**config.mk**
```make
export PLATFORM = sky130hd
export DESIGN_NAME = apb_requester_bridge
export DESIGN_NICKNAME = d
export VERILOG_FILES = /design/src/rtl/apb_requester_bridge_pkg.sv /design/src/rtl/apb_requester_bridge.sv
export SDC_FILE = /design/constraint.sdc
export NUM_CORES = 1
export LEC_CHECK = 0
export BUFFER_PORTS_ARGS = -buffer_cell sky130_fd_sc_hd__buf_2
export CAP_MARGIN = 20
export CORE_MARGIN = 3
export CORE_UTILIZATION = 30
export DETAILED_ROUTE_END_ITERATION = 10
export PLACE_DENSITY = 0.62
export SYNTH_ARGS = -nofsm -noshare
export SYNTH_HDL_FRONTEND = slang
export SYNTH_SLANG_ARGS = --single-unit
export TNS_END_PERCENT = 100
```
**constraint.sdc**
```tcl
create_clock -name clk -period 3.19 [get_ports clk]
set_clock_uncertainty 0.1 [all_clocks]
set_input_delay 0 -clock clk [delete_from_list [all_inputs] [get_ports clk]]
set_output_delay 0 -clock clk [all_outputs]
set_load 0.01 [all_outputs]
```
**src/rtl/apb_requester_bridge_pkg.sv**
```systemverilog
// Shared types and defaults for the APB requester bridge.
//   apb_req_state_t     : requester FSM state encoding
//   APB_DATA_WIDTH      : the only supported APB data width
//   APB_DEFAULT_TIMEOUT : default ACCESS-phase abort limit in cycles
package apb_requester_bridge_pkg;

  typedef enum logic [1:0] {
    IDLE   = 2'd0,
    SETUP  = 2'd1,
    ACCESS = 2'd2,
    RESP   = 2'd3
  } apb_req_state_t;

  localparam int APB_DATA_WIDTH      = 32;
  localparam int APB_DEFAULT_TIMEOUT = 256;

endpackage

```
**src/rtl/apb_requester_bridge.sv**
```systemverilog
// APB requester bridge: turns a valid/ready command stream into single APB
// transfers, one outstanding at a time, and returns read data / error status
// on a valid/ready response handshake. A per-transfer ACCESS-phase timeout
// aborts transfers to completers that never raise pready.
//
// Ports
//   clk, rst                     clock (also pclk), async active-high reset
//   cmd_valid/cmd_ready          command handshake (cmd_ready = IDLE)
//   cmd_write/cmd_addr/cmd_wdata command fields
//   rsp_valid/rsp_ready          response handshake, response held until taken
//   rsp_rdata/rsp_err/rsp_timeout response fields
//   psel/penable/pwrite/paddr/pwdata   APB request side
//   pready/prdata/pslverr        APB completer side
//
// state  | meaning
// -------+-----------------------------------------------------------
// IDLE   | ready for a command; command fields latched on acceptance
// SETUP  | APB setup phase, psel=1 penable=0, one cycle
// ACCESS | APB access phase, psel=1 penable=1, waiting for pready/timeout
// RESP   | response presented, waiting for rsp_ready
module apb_requester_bridge
  import apb_requester_bridge_pkg::*;
#(
  parameter int ADDR_WIDTH     = 16,
  parameter int DATA_WIDTH     = APB_DATA_WIDTH,
  parameter int TIMEOUT_CYCLES = APB_DEFAULT_TIMEOUT
) (
  input  logic                  clk,
  input  logic                  rst,
  input  logic                  cmd_valid,
  output logic                  cmd_ready,
  input  logic                  cmd_write,
  input  logic [ADDR_WIDTH-1:0] cmd_addr,
  input  logic [DATA_WIDTH-1:0] cmd_wdata,
  output logic                  rsp_valid,
  input  logic                  rsp_ready,
  output logic [DATA_WIDTH-1:0] rsp_rdata,
  output logic                  rsp_err,
  output logic                  rsp_timeout,
  output logic                  psel,
  output logic                  penable,
  output logic                  pwrite,
  output logic [ADDR_WIDTH-1:0] paddr,
  output logic [DATA_WIDTH-1:0] pwdata,
  input  logic                  pready,
  input  logic [DATA_WIDTH-1:0] prdata,
  input  logic                  pslverr
);

  generate
    if (DATA_WIDTH != APB_DATA_WIDTH) begin : g_bad_width
      $error("apb_requester_bridge: DATA_WIDTH must be 32");
    end
  endgenerate

  // Counter must hold TIMEOUT_CYCLES; keep at least one bit when disabled.
  localparam int              CNT_W     = (TIMEOUT_CYCLES < 1) ? 1 : $clog2(TIMEOUT_CYCLES + 1);
  localparam int              TO_LAST_I = (TIMEOUT_CYCLES > 0) ? TIMEOUT_CYCLES - 1 : 0;
  localparam logic [CNT_W-1:0] TO_LAST  = CNT_W'(TO_LAST_I);
  localparam bit              TO_EN     = (TIMEOUT_CYCLES > 0);

  apb_req_state_t   state, state_nxt;
  logic [CNT_W-1:0] to_cnt;
  logic             to_hit;

  // pready on the last allowed cycle takes priority over the abort.
  assign to_hit    = TO_EN && (to_cnt == TO_LAST) && !pready;
  assign cmd_ready = (state == IDLE);

  always_ff @(posedge clk or posedge rst) begin
    if (rst) state <= IDLE;
    else     state <= state_nxt;
  end

  always_comb begin
    state_nxt = state;
    unique case (state)
      IDLE:    if (cmd_valid) state_nxt = SETUP;
      SETUP:   state_nxt = ACCESS;
      ACCESS:  if (pready || to_hit) state_nxt = RESP;
      RESP:    if (rsp_ready) state_nxt = IDLE;
      default: state_nxt = IDLE;
    endcase
  end

  // Registered outputs. psel/penable are decoded from the next state so they
  // line up with the state register; the async reset drops them immediately.
  always_ff @(posedge clk or posedge rst) begin
    if (rst) begin
      psel        <= 1'b0;
      penable     <= 1'b0;
      pwrite      <= 1'b0;
      paddr       <= '0;
      pwdata      <= '0;
      rsp_valid   <= 1'b0;
      rsp_rdata   <= '0;
      rsp_err     <= 1'b0;
      rsp_timeout <= 1'b0;
      to_cnt      <= '0;
    end else begin
      psel    <= (state_nxt == SETUP) || (state_nxt == ACCESS);
      penable <= (state_nxt == ACCESS);
      unique case (state)
        IDLE: begin
          if (cmd_valid) begin
            pwrite <= cmd_write;
            paddr  <= cmd_addr;
            pwdata <= cmd_wdata;
            to_cnt <= '0;
          end
        end
        ACCESS: begin
          if (to_cnt != {CNT_W{1'b1}}) to_cnt <= to_cnt + CNT_W'(1);
          if (pready) begin
            rsp_valid   <= 1'b1;
            rsp_err     <= pslverr;
            rsp_timeout <= 1'b0;
            rsp_rdata   <= (!pwrite && !pslverr) ? prdata : '0;
          end else if (to_hit) begin
            rsp_valid   <= 1'b1;
            rsp_err     <= 1'b1;
            rsp_timeout <= 1'b1;
            rsp_rdata   <= '0;
          end
        end
        RESP: begin
          if (rsp_ready) rsp_valid <= 1'b0;
        end
        default: ;
      endcase
    end
  end

endmodule

```
## Word-level counts from Yosys, hierarchy flattened

Cells that the tools add are included.

- Add/sub/neg operators: 1
- Multiply operators: 0
- Divide/modulo/power cells: 0
- $lt $le $gt $ge: 0
- Eq/ne operators: 11
- Shift operators: 0
- Multiplexer cells: 16
- Bitwise gates (word level): 0
- Reduce and logical (&&, ||, !) cells: 15

Operators with widths:

| cell | count |
|---|---|
| 32-bit 2-to-1 mux | 3 |
| 9-bit 2-to-1 mux | 2 |
| 9-bit one-hot mux with 2 select lines | 1 |
| 9-bit by 1-bit adder with 9-bit output (second input constant) | 1 |
| 9-bit by 8-bit equality test with 1-bit output (second input constant) | 1 |
| 9-bit != test (second input constant) | 1 |
| 2-bit one-hot mux with 4 select lines | 1 |
| 2-bit equality test (second input constant) | 3 |
| 2-bit 2-to-1 mux | 3 |
| 2-bit != test (second input constant) | 3 |
| 3-bit AND reduction | 2 |
| 2-bit nonzero test | 3 |
| 1-bit 2-to-1 mux | 5 |
| 2-bit by 1-bit equality test with 1-bit output (second input constant) | 2 |
| 2-bit AND reduction | 2 |
| 1-bit zero test | 3 |
| 3-bit != test (second input constant) | 1 |
| 1-bit logical AND | 2 |
| 2-bit zero test | 1 |
| 1-bit logical OR | 2 |
| 1-bit one-hot mux with 2 select lines | 1 |

- Flip-flop bits (word level): 97
- Bits in latches: 0
- Bits in writable memories: 0
- Bits in read-only memories: 0
- Input bits: 87
- Output and inout bits: 87
- Word-level logic and storage cells: 54
- Memories: 0

## Logic depth before layout (Yosys ltp)

- Depth after elaboration: 7
- Depth in mapped cells: 9
- Depth with buffers taken out: 8

## Least setup slack after synthesis

No wires, ideal clock.

- Path kind: flip-flop to flip-flop
- Start: register to_cnt[0]
- End: register psel
- Library setup time: 63 ps
- Arrival: 1905 ps
- Slack: 1122 ps
- Stages on the path, launching flop included: 10
- Clock period less this slack: 2068 ps
- Path through: dfrtp_1 > ha_1 > inv_1 > nor3_1 > ha_1 > o21ai_2 > clkbuf_1 > o211a_1 > ha_1 > inv_1

- Cells in the longest elaborated chain, start to end: 7
- Elaborated cells on any way between the ends: 8
- Classes of those cells: eq/ne: 3; mux: 2; reduce/logical: 3

Ends and longest elaborated chain:

| element | line | source |
|---|---|---|
| start, declared | apb_requester_bridge.sv:63 | `logic [CNT_W-1:0] to_cnt;` |
| start signal, assigned | apb_requester_bridge.sv:113 | `if (to_cnt != {CNT_W{1'b1}}) to_cnt <= to_cnt + CNT_W'(1);` |
| 9-bit by 8-bit equality test with 1-bit output (*) | apb_requester_bridge.sv:67 | `assign to_hit = TO_EN && (to_cnt == TO_LAST) && !pready;` |
| 1-bit logical AND (*) | apb_requester_bridge.sv:67 |  |
| 1-bit logical OR (*) | apb_requester_bridge.sv:80 | `ACCESS: if (pready \|\| to_hit) state_nxt = RESP;` |
| 2-bit 2-to-1 mux (*) | apb_requester_bridge.sv:80 |  |
| 2-bit one-hot mux with 4 select lines (*) | apb_requester_bridge.sv:77 | `unique case (state)` |
| 2-bit by 1-bit equality test with 1-bit output or 2-bit equality test (tied branches) | apb_requester_bridge.sv:101 | `psel <= (state_nxt == SETUP) \|\| (state_nxt == ACCESS);` |
| 1-bit logical OR (*) | apb_requester_bridge.sv:101 |  |
| end signal, assigned | apb_requester_bridge.sv:101 |  |
| end, declared | apb_requester_bridge.sv:40 | `output logic psel,` |

Every way passes the cells marked *; elsewhere a longest branch is shown, timed or not.
A chain may end at the register's enable or synchronous reset.

## Worst setup path after layout

- Start: register to_cnt[0]
- End: register to_cnt[3]

- Cells in the longest elaborated chain, start to end: 3
- Elaborated cells on any way between the ends: 6
- Classes of those cells: add/sub: 1; eq/ne: 2; mux: 2; reduce/logical: 1

Ends and longest elaborated chain:

| element | line |
|---|---|
| 9-bit by 1-bit adder with 9-bit output or 9-bit != test (tied branches) | apb_requester_bridge.sv:113 |
| 9-bit 2-to-1 mux or 2-bit != test (tied branches) | -- |
| 9-bit one-hot mux with 2 select lines or 3-bit AND reduction (tied branches) | -- |

Parallel ways exist; a longest one is shown, timed or not. The select of a mux whose other input is x is not followed.

==> Flow_metrics.wiki <==
{| class="wikitable"
! Metric !! Value
|-
| Path type of the worst setup path || reg2reg
|-
| Status || finished clean
|-
| Violation count after the first detailed-routing iteration || 102
|-
| Setup slack after placement || 1.028 ns
|-
| Placed Cells || 586
|-
| Ant diodes || 0
|-
| Share of the yosys chip area belonging to registers || approximately 64%
|-
| Starting density of the core || a little under a third
|-
| Post-synthesis simple-gate area fraction || ~4.2%
|-
| Count of buffers added by post-CTS timing repair for setup || 0
|-
| Overall fraction of global-route tracks in use || 14.27%
|-
| Number of enable flip-flop cells after synthesis || 0
|-
| Largest driver fanout on the critical path || 5
|-
| Delay-heaviest family, CP || simple AND/OR/NAND/NOR gates
|-
| PwrDens || 876.7 nW/um^2
|-
| Yosys cell types || 32
|-
| Synth Area in XOR/XNOR || less than 1%
|-
| Cell taking the most area after synthesis || dfrtp_1
|-
| Critical path's slowest cell || or3b_2
|-
| Post-layout minimum cycle time || ~2.2 ns
|-
| Clock-pin slew on the worst setup and hold paths || 0.06 ns
|-
| Number of nets with antenna violations after routing || 0
|-
| Type of the most critical hold path || in2reg
|-
| Least-Margin Pin Slew || between 0.9 and 1 ns
|-
| Pre-antenna DRT Iters || 4
|-
| Endpoint of the worst hold path || to_cnt[2]
|-
| Slack of the critical path || about 1.0 ns
|-
| Worst endpoint required time || ~3.3 ns
|-
| Via count of the first global-routing pass || around 3300
|-
| HPWL after detailed placement || ~5.9 mm
|-
| Number of DRC violations after detailed routing || 0
|-
| Most frequent standard cell in the layout excluding fill and tap cells || buf_2
|-
| H-tree depth || 3
|-
| Buffers on Ports || 173
|-
| Commonest non-fill, non-tap cells in the layout || 173 x buf_2, 97 x dfrtp_1, 86 x dlygate4sd3_1
|-
| Cts repair resizes || 0
|-
| Synth Flop Type || dfrtp_1
|-
| Root buffer cell || clkbuf_16
|-
| Detailed-route via count || around 3100
|-
| Max-slew violations || 0
|-
| Capture instance of the worst register-to-register path || to_cnt[3]
|-
| Synthesized flop and latch total || 97
|-
| Net count reported at finish || 606
|-
| Total detailed-routing wirelength || 9.735 mm
|-
| Core region area || 12210 um^2
|-
| Main combinational cell family by area after synthesis || multiplexers
|-
| Worst Path Buf+Inv || 1
|-
| Cell depth of the worst setup path || 7
|-
| Number of antenna violations at the first check in global routing || 0
|-
| Global-route wire length before repair || between 15 and 20 mm
|-
| TritonCTS clock tree || built
|-
| Hold Crit Depth || 3
|-
| Relative slew slack || between 30% and 40%
|-
| Max Fclk || ~460 MHz
|-
| Synth Net Count || around 350
|-
| Number of non-filler instances in the completed layout || between 600 and 700
|-
| Startpoint of the worst-slack reg-to-reg timing path || to_cnt[0]
|-
| Critical Path Sink Type || register
|-
| Setup repair after global routing missed its margin || false
|-
| Post-synthesis adder-cell area fraction || ~1.3%
|-
| Share of layout cells above drive strength 1 || 47.31%
|-
| Max IR drop VDD || between 300 and 400 uV
|-
| Clock latency on the worst-skew pair || about 0.33 ns
|-
| Cell count after synthesis || 256
|-
| Leakage power || just over 3 nW
|-
| I/O pin count || about 170
|-
| Post-synth ARST share || 100.0%
|-
| Mean cell area of the mapped netlist || about 15 um^2
|-
| Largest stage delay on the critical path || roughly 0.50 ns
|-
| Routability congestion estimate from global placement || around 0.8
|-
| Arrival time of the worst setup path || roughly 2.3 ns
|-
| Crit start category || register
|-
| CP cell instances || ha_1 > inv_1 > nor3_1 > ha_1 > or3b_2 > o311ai_0 > o41ai_1
|-
| Ratio of routed vias to standard cells || 4.451
|-
| R2R cell count || 7
|-
| TritonCTS Buffers || 9
|-
| Launching instance or port of the critical path || to_cnt[0]
|-
| # Max-Cap Violations || 0
|-
| Portion of netlist area occupied by mux cells || about 17%
|-
| Total congestion overflow || 0
|-
| Cell area after technology mapping || 3812 um^2
|-
| Die height || between 100 and 150 um
|-
| Number of standard-cell rows in the floorplan || 40
|-
| Clock sink count || 97
|-
| Proportion of netlist area held by the largest area contributor || a little under two thirds
|-
| Synthesized-area fraction occupied by ao, oa, aoi and oai cells || 10.01%
|-
| Setup slack on the worst flop-to-flop path || 1.01 ns
|-
| Number of hold violations in the final report || 0
|-
| Hold_sp || cmd_valid
|-
| Longest Clk Path Bufs || 2
|-
| Largest net degree at the start of global routing || 78
|-
| Cell type with the highest occurrence count on the critical path || ha_1
|-
| Setup Viol. Count Final || 0
|-
| Area of the die || around 14000 um^2
|-
| Setup tns final || 0 ns
|-
| Leading cell types by total area after synthesis || dfrtp_1 64%, mux2_2 11%, a22o_1 7.4%
|-
| Fraction of the cycle the final worst path needs || around two thirds
|-
| Die span in x || between 100 and 150 um
|-
| Average wire length per cell after detail routing || 14.15 um
|-
| Count of synthesis-stage warnings from yosys || 0
|-
| Syn-to-layout area delta || 58.45%
|}
[cells by family after synthesis]
logic type	after synthesis
compound gates	46
xor+xnor	1
fa+ha+maj	4
buf+inv	23
flops	97
mux	55
simple gates	30
[report_power, final]
| part | internal, mW | leakage (nW) | switching [mW] | total (mW) |
|---|---|---|---|---|
| registers | 1.80 | 1.22 | 0.333 | 2.13 |
| clock network | 0.786 | 0.166 | 0.436 | 1.22 |
| logic | 1.04 | 1.69 | 0.904 | 1.94 |
| total | 3.62 | 3.07 | 1.67 | 5.30 |
[sequential cells by signal, indices dropped and copies added (netlist names)]
| name | count |
|---|---|
| state | 2 |
| rsp_rdata | 32 |
| penable | 1 |
| to_cnt | 9 |
| psel | 1 |
| paddr | 16 |
| rsp_err | 1 |
| rsp_valid | 1 |
| rsp_timeout | 1 |
| pwrite | 1 |
| pwdata | 32 |
[Yosys cell counts, drive strengths merged, types with 2 or more instances]
library cell	number
buf	10
inv	8
dfrtp	97
clkbuf	5
a22o	32
nand3	3
nor3	3
nand2	8
nor2	4
mux2i	6
nand2b	5
a21oi	4
ha	4
a2111oi	2
mux2	49
o21ai	2
or3b	2
a21o	2
[routing by layer]
metal  vias up  global-route usage [%]  part of all wire, %
met1      1464                   18.01                   43
met3        23                   3.589                  7.0
met2       136                   22.95                   47
met4         0                   6.734                  2.5
li1       1439                       -                    -
met5         -                       0                    0
[layout make-up]
type | count | area (um^2)
fill | 1062 | 6171
timing repair buffer | 263 | 1757
clock buffer | 11 | 242.7
clock inverter | 5 | 102.6
tap | 168 | 210.2
sequential | 97 | 2427
inverter | 8 | 32.53
multi-input combinational | 136 | 1269
[worst min-delay path: cells and delay by family]
kind,cells,cell delay (ns)
buffers and inverters,2,0.64
AOI/OAI and AO/OA,1,0.06
[worst max path at each step]
stage / slack (ns) / endpoint
2_1_floorplan: 0.56 / paddr[0]
4_1_cts: 1.02 / to_cnt[3]
3_5_place_dp: 1.03 / to_cnt[3]
6_report: 1.01 / to_cnt[3]
3_3_place_gp: 1.09 / to_cnt[3]
5_1_grt: 0.86 / to_cnt[3]
[timing repair]
item,CTS,global route
endpoints found under the setup margin,0,0
hold buffers,86,0
endpoints found under the hold margin,164,0
[stage by stage]
step           instance area (um^2)  hold WS (ns)  total power, mW  util (%)
2_1_floorplan                  3812      -0.01753            3.244         -
3_3_place_gp                   4835        0.1004            3.955     39.59
3_5_place_dp                   4835        0.1058            4.006     39.59
4_1_cts                        6041        0.2793            5.351     49.47
5_1_grt                        6041        0.3122            5.653     49.47
6_report                       6041        0.2969            5.296     49.47
Note: power is estimated with default switching activity, not from simulation.
